--- src/rtl/fifo_flex.sv ---
// fifo_flex: single-clock ready/valid FIFO with first-word-fall-through output,
// occupancy count, almost-full/almost-empty flags, synchronous flush and
// sticky overflow/underflow debug flags.
//
// Ports:
//   clk, rst           clock; asynchronous active-high reset
//   enq_valid/ready    producer handshake, enq_data is the write word
//   deq_valid/ready    consumer handshake, deq_data is the head word
//   flush              synchronous discard of all contents
//   count              occupancy, 0..DEPTH
//   almost_full/empty  count >= AF_THRESH / count <= AE_THRESH
//   overflow/underflow sticky: enq while full / deq while empty
//   err_clr            synchronous clear of the sticky flags
module fifo_flex #(
    parameter int unsigned WIDTH     = 32,
    parameter int unsigned LOGDEPTH  = 3,
    parameter int unsigned AF_THRESH = 6,
    parameter int unsigned AE_THRESH = 1
) (
    input  logic                clk,
    input  logic                rst,
    input  logic                enq_valid,
    input  logic [WIDTH-1:0]    enq_data,
    output logic                enq_ready,
    output logic                deq_valid,
    output logic [WIDTH-1:0]    deq_data,
    input  logic                deq_ready,
    input  logic                flush,
    output logic [LOGDEPTH:0]   count,
    output logic                almost_full,
    output logic                almost_empty,
    output logic                overflow,
    output logic                underflow,
    input  logic                err_clr
);

    localparam int unsigned        DEPTH    = 1 << LOGDEPTH;
    localparam logic [LOGDEPTH:0]  CNT_FULL = (LOGDEPTH+1)'(DEPTH);
    localparam logic [LOGDEPTH:0]  CNT_AF   = (LOGDEPTH+1)'(AF_THRESH);
    localparam logic [LOGDEPTH:0]  CNT_AE   = (LOGDEPTH+1)'(AE_THRESH);
    localparam logic [LOGDEPTH:0]  CNT_ONE  = (LOGDEPTH+1)'(1);
    localparam logic [LOGDEPTH-1:0] PTR_ONE = LOGDEPTH'(1);

    logic [WIDTH-1:0]    mem [DEPTH];
    logic [LOGDEPTH-1:0] wr_ptr_q, wr_ptr_d;
    logic [LOGDEPTH-1:0] rd_ptr_q, rd_ptr_d;
    logic [LOGDEPTH:0]   count_q, count_d;
    logic                overflow_q, overflow_d;
    logic                underflow_q, underflow_d;
    logic                enq_fire, deq_fire;

    // Handshake outputs depend only on registered occupancy.
    assign enq_ready    = (count_q != CNT_FULL);
    assign deq_valid    = (count_q != '0);
    assign deq_data     = mem[rd_ptr_q];
    assign count        = count_q;
    assign almost_full  = (count_q >= CNT_AF);
    assign almost_empty = (count_q <= CNT_AE);
    assign overflow     = overflow_q;
    assign underflow    = underflow_q;

    // Flush suppresses both transfers for the cycle.
    assign enq_fire = enq_valid && enq_ready && !flush;
    assign deq_fire = deq_valid && deq_ready && !flush;

    always_comb begin
        wr_ptr_d    = wr_ptr_q;
        rd_ptr_d    = rd_ptr_q;
        count_d     = count_q;
        overflow_d  = err_clr ? 1'b0 : overflow_q;
        underflow_d = err_clr ? 1'b0 : underflow_q;

        if (flush) begin
            wr_ptr_d = '0;
            rd_ptr_d = '0;
            count_d  = '0;
        end else begin
            if (enq_fire) wr_ptr_d = wr_ptr_q + PTR_ONE;
            if (deq_fire) rd_ptr_d = rd_ptr_q + PTR_ONE;
            unique case ({enq_fire, deq_fire})
                2'b10:   count_d = count_q + CNT_ONE;
                2'b01:   count_d = count_q - CNT_ONE;
                default: count_d = count_q;
            endcase
            // A fresh error in the same cycle as err_clr keeps the flag set.
            if (enq_valid && !enq_ready) overflow_d  = 1'b1;
            if (deq_ready && !deq_valid) underflow_d = 1'b1;
        end
    end

    always_ff @(posedge clk or posedge rst) begin
        if (rst) begin
            wr_ptr_q    <= '0;
            rd_ptr_q    <= '0;
            count_q     <= '0;
            overflow_q  <= 1'b0;
            underflow_q <= 1'b0;
        end else begin
            wr_ptr_q    <= wr_ptr_d;
            rd_ptr_q    <= rd_ptr_d;
            count_q     <= count_d;
            overflow_q  <= overflow_d;
            underflow_q <= underflow_d;
        end
    end

    // Storage is intentionally not reset.
    always_ff @(posedge clk) begin
        if (enq_fire) mem[wr_ptr_q] <= enq_data;
    end

endmodule

--- config.mk ---
export PLATFORM = sky130hd
export DESIGN_NAME = fifo_flex
export DESIGN_NICKNAME = d
export VERILOG_FILES = /design/src/rtl/fifo_flex.sv
export SDC_FILE = /design/constraint.sdc
export NUM_CORES = 1
export LEC_CHECK = 0
export BUFFER_PORTS_ARGS = -buffer_cell sky130_fd_sc_hd__buf_2
export CAP_MARGIN = 20
export CORE_MARGIN = 2
export CORE_UTILIZATION = 30
export DETAILED_ROUTE_END_ITERATION = 10
export GPL_ROUTABILITY_DRIVEN = 0
export SYNTH_ARGS = -nofsm -noshare
export SYNTH_HDL_FRONTEND = slang
export SYNTH_SLANG_ARGS = --single-unit
--- constraint.sdc ---
create_clock -name clk -period 4.1 [get_ports clk]
set_input_delay 0.41 -clock clk [delete_from_list [all_inputs] [get_ports clk]]
set_output_delay 0.41 -clock clk [all_outputs]
set_load 0.03 [all_outputs]
==> results by group, run 1 <==
Drt
  – Detail-routed net length per standard cell: 19.6 um
  – Remaining antenna violation count: 0
  – Via-per-instance ratio: about 4.7
  – Number of remaining DRC errors: 0
  – Overall routed net length: ~20000 um
  – Via count: between 4000 and 5000
  – Initial DRT Pass Iterations: 4
  – DRC marker count from the first detailed-route iteration: around 460

Floorplan
  – Floorplan die width: 192 um
  – I/O pin count: 80
  – Area of the die: around 37000 um^2
  – Total core area: about 35000 um^2
  – Initial core utilization: between 30% and 40%
  – Chip Height: 192 um
  – Row cnt: 68

Power and ir drop
  – Power density normalized to cell area: between 500 and 600 nW/um^2
  – IR Drop Worst-Case VDD: about 370 uV
  – Total design power: between 7000 and 8000 uW
  – Leak Pwr: roughly 0.0040 uW

Worst setup path
  – Crit Path Class: flip-flop to output port
  – Largest fanout of any net on the critical path: 36
  – Critical Path Start Type: flip-flop
  – Capturing element type of the critical path: output port
  – Data arrival at the endpoint of the critical path: roughly 2800 ps
  – CP Data Required Time: 3690 ps

Run status
  – Run status: finished, final reports clean

Logic synthesis
  – Library cell with the largest summed area after synthesis: edfxtp_1
  – Number of unique standard cell types used by synthesis: 36
  – XOR/XNOR share of the synthesized area: less than 1%
  – Fraction of registers with async set/reset: 4.48%
  – Primary FF master, synth: edfxtp_1
  – Synthesized instance count: 470
  – Proportion of synthesized chip area in sequential cells: around three quarters
  – Share of cell area taken by muxes after synthesis: between 10% and 20%
  – Combinational family with the most area after synthesis: multiplexers
  – Summed instance area of the synthesized netlist: between 10000 and 15000 um^2
  – Share of Yosys cell area claimed by the top area cell type: between 70 and 80%
  – Syn nets: between 500 and 600
  – Adder and majority gate portion of the synthesized area: less than 1%
  – Compound-Gate Fraction of Synth Area: less than 1%
  – Number of storage elements in the synthesis netlist: between 200 and 300
  – Cell types occupying the most area after synthesis: edfxtp_1 73%, mux4_2 8.3%, mux4_1 6.2%
  – Fraction of the mapped netlist area in simple logic gates: between 2 and 2.5%
  – Number of flops mapped to enable cells by yosys: 256
  – Synthesized area per cell: around 22 um^2
  – YS warnings: 0

Clocking
  – CTS root buffer: clkbuf_16
  – Clock-pin slew on the worst setup and hold paths: roughly 60 ps
  – Worst-case clock buffer depth: 3
  – Inserted Clock Buffers: 27
  – Number of H-tree levels: 1
  – TritonCTS clock tree: yes
  – Clock sink total: between 200 and 300
  – Clock latency reported for the late side of the worst-skew pair: approximately 520 ps
  – Quantity of gates resized following cts: 0

Timing
  – Final Max Tran Viols: 0
  – Max transition margin: between 30% and 40%
  – Clock tree skew after final layout: roughly 8.8 ps
  – Final hold violations: 0
  – Fmax achieved: a little over 300 MHz
  – Number of setup violations in the final report: 0
  – Transition at the pin with the smallest max-transition slack: approximately 1000 ps
  – Final cycle utilization of the critical path: between 70% and 80%
  – RSZ-0062 raised after global routing: no
  – Final sum of negative setup slack: 0 ps
  – Final period demand of the worst path: 3230 ps

Global route
  – Largest net degree at the start of global routing: 67
  – Global-route wire length before repair: 31200 um
  – Overflow left after global routing: 0
  – Via count of the first global-routing pass: ~5200
  – Number of antenna violations at the first check in global routing: 2
  – All-Layer GR Usage: between 10% and 20%

Cells and area
  – Highest-count cells in the layout ignoring fill and taps: 256 x edfxtp_1, 79 x buf_2, 39 x mux4_2, 32 x mux2_2, 27 x clkbuf_16
  – Ratio of cells with drive above 1 in the final layout: 36.6%
  – Final-stage net count: 610
  – Util after Layout: between 30% and 40%
  – Layout filler cell count: ~3200
  – Leading cell type in the layout, fill and taps excluded: edfxtp_1
  – Synth-to-layout area growth: 17.7%

Min path
  – Hold Path Class: input pin to flip-flop

Placed design
  – Final HPWL from detailed placement: approximately 13000 um
  – Input/output buffers: 79

Run
  – Maxcap violations: 0
-- where the power goes --
part	internal [uW]	switching, uW	total [uW]
clock	1400	990	2390
sequential	3100	204	3310
combinational	772	919	1690
total	5270	2110	7390
-- cells in the mapped netlist (2+ instances only) --
| cell type | number |
|---|---|
| buf_12 | 2 |
| xor2_1 | 5 |
| a21oi_1 | 4 |
| a211o_1 | 2 |
| o21ai_0 | 3 |
| inv_1 | 8 |
| buf_8 | 2 |
| nor3_1 | 3 |
| mux4_1 | 25 |
| dfrtp_1 | 12 |
| edfxtp_1 | 256 |
| nand2b_1 | 6 |
| buf_2 | 9 |
| mux2_2 | 32 |
| nand3_1 | 6 |
| ha_1 | 6 |
| nand2_1 | 12 |
| nor2_1 | 12 |
| buf_6 | 2 |
| nor4b_1 | 2 |
| clkbuf_1 | 7 |
| mux4_2 | 39 |
| nor3b_1 | 2 |
-- state kept, by name, indices dropped and copies added, names as in the netlist --
register	count
mem	256
count	4
rd_ptr_q	3
wr_ptr_q	3
overflow	1
underflow	1
-- worst paths after layout --
| check | cells after the start | start | to | slack, ps |
|---|---|---|---|---|
| max | 4 | rd_ptr_q[0] | deq_data[11] | 870 |
| min | 2 | err_clr | overflow | 100 |
| max reg2reg | 7 | count[0] | mem[0][12] | 1110 |
| min reg2reg | 2 | underflow | underflow | 550 |
| max in group asynchronous | 3 | rst | rd_ptr_q[0] | 3250 |
| min in group asynchronous | 3 | rst | underflow | 460 |
-- what timing repair did --
action,4_1_cts,5_1_grt
hold endpoints to repair,12,0
endpoints found under the setup margin,0,0
buffers inserted,0,0
hold buffers,1,0
-- cell type report --
type,instances,area [um^2],share of cell area [%]
multi-input combinational,172,2440,19.6
tap,455,569,4.58
sequential,268,8000,64.4
timing repair buffer,89,510,4.11
antenna,2,5.00,0.0403
inverter,8,30.0,0.242
clock inverter,21,190,1.53
clock buffer,29,683,5.50
-- through the flow --
step / worst slack, ps / instance area (um^2) / hold slack [ps] / cells
2_1_floorplan: 620 / 10600 / 275 / 470
6_report: 869 / 12400 / 99.3 / 1044
5_1_grt: 714 / 12400 / 82.0 / 1042
3_5_place_dp: 1110 / 11500 / 469 / 991
3_3_place_gp: 1220 / 11500 / 452 / 991
4_1_cts: 774 / 12400 / 81.2 / 1042
-- cell families (layout without fill, tap and decap cells) --
logic type / after synthesis / count (layout)
other: 0 / 2
muxes: 97 / 97
adders and majority gates: 6 / 6
DFF: 268 / 268
and+or+nand+nor: 49 / 49
xor gates and xnor gates: 5 / 5
buffers and inverters: 30 / 147
AOI/OAI and AO/OA: 15 / 15
-- critical path, stage by stage, from the launching register on --
cell and delay [ps]:
dfrtp_4 820, buf_12 350, mux4_1 640, mux2_2 280
buf_2 180
-- layer usage --
metal / global-route usage, % / wire length [um]
met1: 14.7 / 8760
met2: 19.3 / 10300
met3: 2.65 / 1220
met4: 2.31 / 248
met5: 0 / 11
Power figures use the tool's default switching activity.
==> run 2: changes to the inputs <==
Clock period 4.1 ns to 2.8 ns, I/O delays scaled along.
==> results by group, run 2 (synthesis gave the netlist of run 1 again) <==
Run status
  – Run status: finished, final reports clean

Drt
  – Via-per-instance ratio: 4.69 (+0.84%)
  – Number of remaining DRC errors: 0 (unchanged)
  – DRC marker count from the first detailed-route iteration: 412 (-9.5%)
  – Overall routed net length: 21000 um (+2.6%)
  – Remaining antenna violation count: 0 (unchanged)
  – Via count: 5013 (+3.3%)
  – Initial DRT Pass Iterations: 4 (unchanged)
  – Detail-routed net length per standard cell: 19.7 um (+0.24%)

Global route
  – Number of antenna violations at the first check in global routing: 1 (-1)
  – Met2 usage in global routing: 19.6% (+0.33 points)
  – All-Layer GR Usage: 11.5% (+0.20 points)
  – Largest net degree at the start of global routing: 24 (-64%)
  – Global-route wire length before repair: 31500 um (+0.77%)
  – Overflow left after global routing: 0 (unchanged)
  – Via count of the first global-routing pass: 5183 (-0.69%)
  – Global-route track usage on met1: 15.0% (+0.35 points)
  – Met3 Usage GRT: 2.16% (-0.49 points)
  – Grt peak-use layer: met2

Cells and area
  – Synth-to-layout area growth: 19.6%
  – Highest-count cells in the layout ignoring fill and taps: 256 x edfxtp_1, 79 x buf_2, 39 x mux4_2, 32 x mux2_2, 29 x clkbuf_16
  – Ratio of cells with drive above 1 in the final layout: 37.6% (+1.0 points)
  – Leading cell type in the layout, fill and taps excluded: edfxtp_1
  – Registers with the highest flip-flop counts: mem: 256 flops, count: 4 flops
  – Number of flip-flops under the largest register name: 256 (unchanged)
  – Register bank with the most flops: mem
  – Final-stage net count: 638 (+4.6%)
  – N_diodes: 0 (-2)

Power and ir drop
  – Total design power: 10900 uW (+48%)
  – Power density normalized to cell area: 863 nW/um^2 (+45%)
  – Leak Pwr: 0.00416 uW (+3.1%)
  – IR Drop Worst-Case VDD: 663 uV (+79%)

Placed design
  – Final HPWL from detailed placement: 13200 um (+4.0%)
  – Input/output buffers: 79 (unchanged)
  – Setup slack at placement: 339 ps (-770 ps)

Floorplan
  – I/O pin count: 80 (unchanged)
  – Total core area: 34600 um^2 (unchanged)
  – Initial core utilization: 30.5% (unchanged)
  – Floorplan die width: 192 um (unchanged)
  – Area of the die: 36700 um^2 (unchanged)
  – Chip Height: 192 um (unchanged)
  – Row cnt: 68 (unchanged)

Worst setup path
  – Crit path max-delay cell type: mux4_1
  – Number of buffer and inverter instances along the worst setup path: 2 (unchanged)
  – Data arrival at the endpoint of the critical path: 2380 ps (-440 ps)
  – Worst reg-to-reg setup slack: 340 ps (-770 ps)
  – Critical Path Start Type: flip-flop
  – Crit Path Class: flip-flop to output port
  – Largest fanout of any net on the critical path: 7 (-81%)
  – Cells along the critical path: buf_4, mux4_1, mux2_2, buf_2
  – CP max stage delay: 600 ps (-220 ps)
  – Capturing element type of the critical path: output port
  – Cell family contributing the most delay on the critical path: multiplexers
  – CP Data Required Time: 2520 ps (-1170 ps)

Timing
  – Setup WS post-layout: 137 ps (-732 ps)
  – Transition at the pin with the smallest max-transition slack: 499 ps (-514 ps)
  – Final hold violations: 0 (unchanged)
  – Clock tree skew after final layout: 16.7 ps (+7.95 ps)
  – Max transition margin: 66.7% (+34 points)
  – Number of setup violations in the final report: 0 (unchanged)
  – Final Max Tran Viols: 0 (unchanged)
  – Final cycle utilization of the critical path: a little over nine tenths
  – Final period demand of the worst path: 2660 ps
  – Fmax achieved: 375 MHz
  – RSZ-0062 raised after global routing: no

Clocking
  – TritonCTS clock tree: yes
  – CTS root buffer: clkbuf_16
  – Inserted Clock Buffers: 29 (+7.4%)
  – Worst-case clock buffer depth: 3 (unchanged)
  – Clock sink total: 268 (unchanged)
  – Number of H-tree levels: 1 (unchanged)
  – Clock latency reported for the late side of the worst-skew pair: 540 ps (+20 ps)
  – Clock-pin slew on the worst setup and hold paths: 60 ps (about the same)

Min path
  – Hold Path Class: input pin to flip-flop

Run
  – Maxcap violations: 0 (unchanged)
-- run 2: cell types whose count changed in the layout (fill, tap and decap cells not counted), moves of 2 or more --
cell           delta
buf_4            +17
dlygate4sd3_1     +9
clkbuf_1          +3
dfrtp_2           +3
bufinv_16         -2
clkbuf_16         +2
clkinv_1          +2
clkinv_2          -2
clkinvlp_4        -2
dfrtp_1           -2
diode_2           -2
-- run 2: cell type report --
class                           instances  area, um^2
Multi-Input combinational cell        172        2440
Inverter                                8        30.0
Timing Repair Buffer                  115         728
Sequential cell                       268        8000
Clock inverter                         17         115
Fill cell                            3148       22000
Tap cell                              455         569
Clock buffer                           34         744
-- run 2: per-stage QoR --
stage	util [%]	hold slack (ps)	TNS (ps)	instance area (um^2)	instances
after detailed placement	33.7	372	0	11700	1006
after floorplan	-	145	-1260	10600	470
after CTS	36.5	1.29	0	12600	1069
final	36.5	24.1	0	12600	1069
after global routing	36.5	9.48	0	12600	1069
after global placement	33.7	344	0	11700	1006
-- run 2: power breakdown --
part	leakage [uW]	internal, uW	switching [uW]
Sequential	0.00247	4550	127
Clock	0.000427	1980	1470
Combinational	0.00127	1210	1560
Total	0.00416	7750	3150
-- run 2: timing repair --
item	in CTS	in global routing
setup buffers	2	0
hold endpoints to repair	56	0
endpoints found under the setup margin	12	0
resized for setup	0	0
hold buffers	10	0
-- run 2: path summary, 6_finish.rpt --
kind	from	depth (start not counted)	to
hold / removal	enq_data[29]	1	mem[3][29]
setup reg to reg	count[0]	7	mem[0][5]
hold reg to reg	underflow	2	underflow
setup / recovery	rd_ptr_q[0]	4	deq_data[1]
max in group asynchronous	rst	3	rd_ptr_q[0]
min in group asynchronous	rst	3	wr_ptr_q[2]
-- run 2: metal layers --
metal / share of wire (%) / vias up
met4: 1.9 / 2
met5: 0.062 / -
li1: - / 2232
met1: 43 / 2628
met3: 4.6 / 32
met2: 50 / 119
==> run 3: changes to the inputs <==
Clock period 2.8 ns to 2.25 ns, I/O delays scaled along.
==> results by group, run 3 (synthesis gave the netlist of run 1 again) <==
Run status
  – Run status: complete, but fails checks
  – Violated checks: negative setup slack

Cells and area
  – Area of the multi-input gates: 2500 um^2 (+2.3%)
  – Ratio of cells with drive above 1 in the final layout: 41.7% (+4.0 points)
  – Final-stage net count: 685 (+7.4%)
  – Post-Layout Cell Count: 1115 (+4.3%)
  – Synth-to-layout area growth: 28.7%
  – N_diodes: 0 (unchanged)
  – Number of flip-flops under the largest register name: 256 (unchanged)
  – Util after Layout: 39.2% (+2.8 points)
  – Registers with the highest flip-flop counts: mem: 256 flops, count: 4 flops
  – Highest-count cells in the layout ignoring fill and taps: 256 x edfxtp_1, 54 x mux4_2, 52 x buf_2, 35 x dlygate4sd3_1, 29 x clkbuf_16
  – Register bank with the most flops: mem
  – Leading cell type in the layout, fill and taps excluded: edfxtp_1
  – Flip-flop and latch area: 8000 um^2 (about the same)
  – Layout filler cell count: 3055 (-3.0%)

Drt
  – Remaining antenna violation count: 0 (unchanged)
  – Via-per-instance ratio: 4.63 (-1.2%)
  – Number of remaining DRC errors: 0 (unchanged)
  – DRC marker count from the first detailed-route iteration: 307 (-25%)
  – Initial DRT Pass Iterations: 4 (unchanged)
  – Overall routed net length: 22200 um (+5.5%)
  – Detail-routed net length per standard cell: 19.9 um (+1.1%)
  – Via count: 5167 (+3.1%)

Global route
  – All-Layer GR Usage: 12.2% (+0.70 points)
  – Global-route wire length before repair: 33400 um (+6.1%)
  – Number of antenna violations at the first check in global routing: 0 (-1)
  – Largest net degree at the start of global routing: 37 (+54%)
  – Via count of the first global-routing pass: 5535 (+6.8%)
  – Overflow left after global routing: 0 (unchanged)

Floorplan
  – Chip Height: 192 um (unchanged)
  – I/O pin count: 80 (unchanged)
  – Area of the die: 36700 um^2 (unchanged)
  – Total core area: 34600 um^2 (unchanged)
  – Initial core utilization: 30.5% (unchanged)
  – Floorplan die width: 192 um (unchanged)
  – Row cnt: 68 (unchanged)

Timing
  – Final sum of negative setup slack: -6670 ps (-6670 ps)
  – Final period demand of the worst path: between 2000 and 2500 ps
  – Final cycle utilization of the critical path: 111%
  – RSZ-0062 raised after global routing: yes
  – Setup WS post-layout: -238 ps (-374 ps)
  – Fmax achieved: 402 MHz
  – Max transition margin: 63.3% (-3.4 points)
  – Number of setup violations in the final report: 32 (+32)
  – Transition at the pin with the smallest max-transition slack: 550 ps (+51.0 ps)
  – Final Max Tran Viols: 0 (unchanged)
  – Final hold violations: 0 (unchanged)
  – Clock tree skew after final layout: 28.2 ps (+11.5 ps)

Worst setup path
  – First element of the critical path: rd_ptr_q[0]
  – Reg2reg end: mem[5][22]
  – Capturing element type of the critical path: output port
  – Critical Path Start Type: flip-flop
  – CP Data Required Time: 2030 ps (-490 ps)
  – Crit path capture: deq_data[2]
  – Beginning of the worst register-to-register path: count[1]
  – Path depth of the worst reg2reg path: 8 (+1)
  – Largest fanout of any net on the critical path: 12 (+5)
  – Data arrival at the endpoint of the critical path: 2260 ps (-120 ps)
  – Crit Path Class: flip-flop to output port
  – Worst reg-to-reg setup slack: 190 ps (-150 ps)

Power and ir drop
  – Power density normalized to cell area: 1080 nW/um^2 (+25%)
  – Leak Pwr: 0.00454 uW (+9.2%)
  – IR Drop Worst-Case VDD: 594 uV (-10%)

Clocking
  – TritonCTS clock tree: yes
  – Inserted Clock Buffers: 28 (-3.4%)
  – Clock-pin slew on the worst setup and hold paths: 60 ps (about the same)
  – Clock latency reported for the late side of the worst-skew pair: 540 ps (about the same)
  – Number of H-tree levels: 1 (unchanged)
  – CTS root buffer: clkbuf_16
  – Clock sink total: 268 (unchanged)
  – Worst-case clock buffer depth: 3 (unchanged)

Placed design
  – Setup slack at placement: 201 ps (-138 ps)
  – Input/output buffers: 79 (unchanged)
  – Final HPWL from detailed placement: 13200 um (+0.20%)
  – Cell total after placement: 1008 (+0.20%)

Run
  – Maxcap violations: 0 (unchanged)

Min path
  – Hold Path Class: input pin to flip-flop
-- run 3: cell types whose count changed in the layout (fill, tap and decap cells not counted), moves of 21 or more --
cell	change
buf_2	-27
buf_6	+25
dlygate4sd3_1	+25
mux2_2	-23
mux2_4	+23
buf_12	+21
-- run 3: layer usage --
layer / wire [um] / up-vias / track usage [%] / share of wire (%)
met3: 882 / 35 / 2.17 / 4.0
met4: 459 / 0 / 3.08 / 2.1
li1: - / 2308 / - / -
met5: 0 / - / 0 / 0
met1: 9860 / 2701 / 16.2 / 44
met2: 11000 / 123 / 20.6 / 50
-- run 3: where the power goes --
group	internal (uW)	switching, uW
logic	2400	2130
registers	5670	163
clock network	2510	1830
-- run 3: layout make-up --
type | count | area share [%]
clock buffers | 32 | 5.27
flip-flops and latches | 268 | 58.9
repair buffers | 163 | 11.9
well taps | 455 | 4.19
inverters | 8 | 0.221
multi-input cells | 172 | 18.4
clock inverters | 17 | 1.12
-- run 3: worst min path at each step --
stage / start / endpoint / slack (ps) / cells past startpoint
detailed placement: rst / wr_ptr_q[0] / 320 / 2
global placement: rst / rd_ptr_q[1] / 290 / 2
global route: enq_valid / overflow / 60 / 3
finish: flush / wr_ptr_q[2] / 50 / 2
CTS: enq_valid / wr_ptr_q[1] / 20 / 3
floorplan: rst / count[2] / 90 / 1
-- run 3: timing repair --
| item | 4_1_cts | 5_1_grt |
|---|---|---|
| hold endpoints to repair | 271 | 0 |
| resized for setup | 92 | 3 |
| cloned | 0 | 2 |
| hold buffers | 35 | 0 |
| setup buffers | 1 | 20 |
| endpoints found under the setup margin | 32 | 32 |
-- run 3: per-stage QoR --
step | area, um^2 | power [uW] | hold slack (ps)
CTS | 13300 | 14400 | 15.9
floorplan | 10700 | 8570 | 89.6
global route | 13600 | 15300 | 58.0
global placement | 11900 | 9420 | 292
detailed placement | 11900 | 9500 | 315
finish | 13600 | 14700 | 51.5
-- run 3: critical path, stage by stage, from the launching register on --
cell and delay [ps]:
dfrtp_4 500, buf_12 180, buf_4 120, mux4_2 510
mux2_4 280, buf_6 140
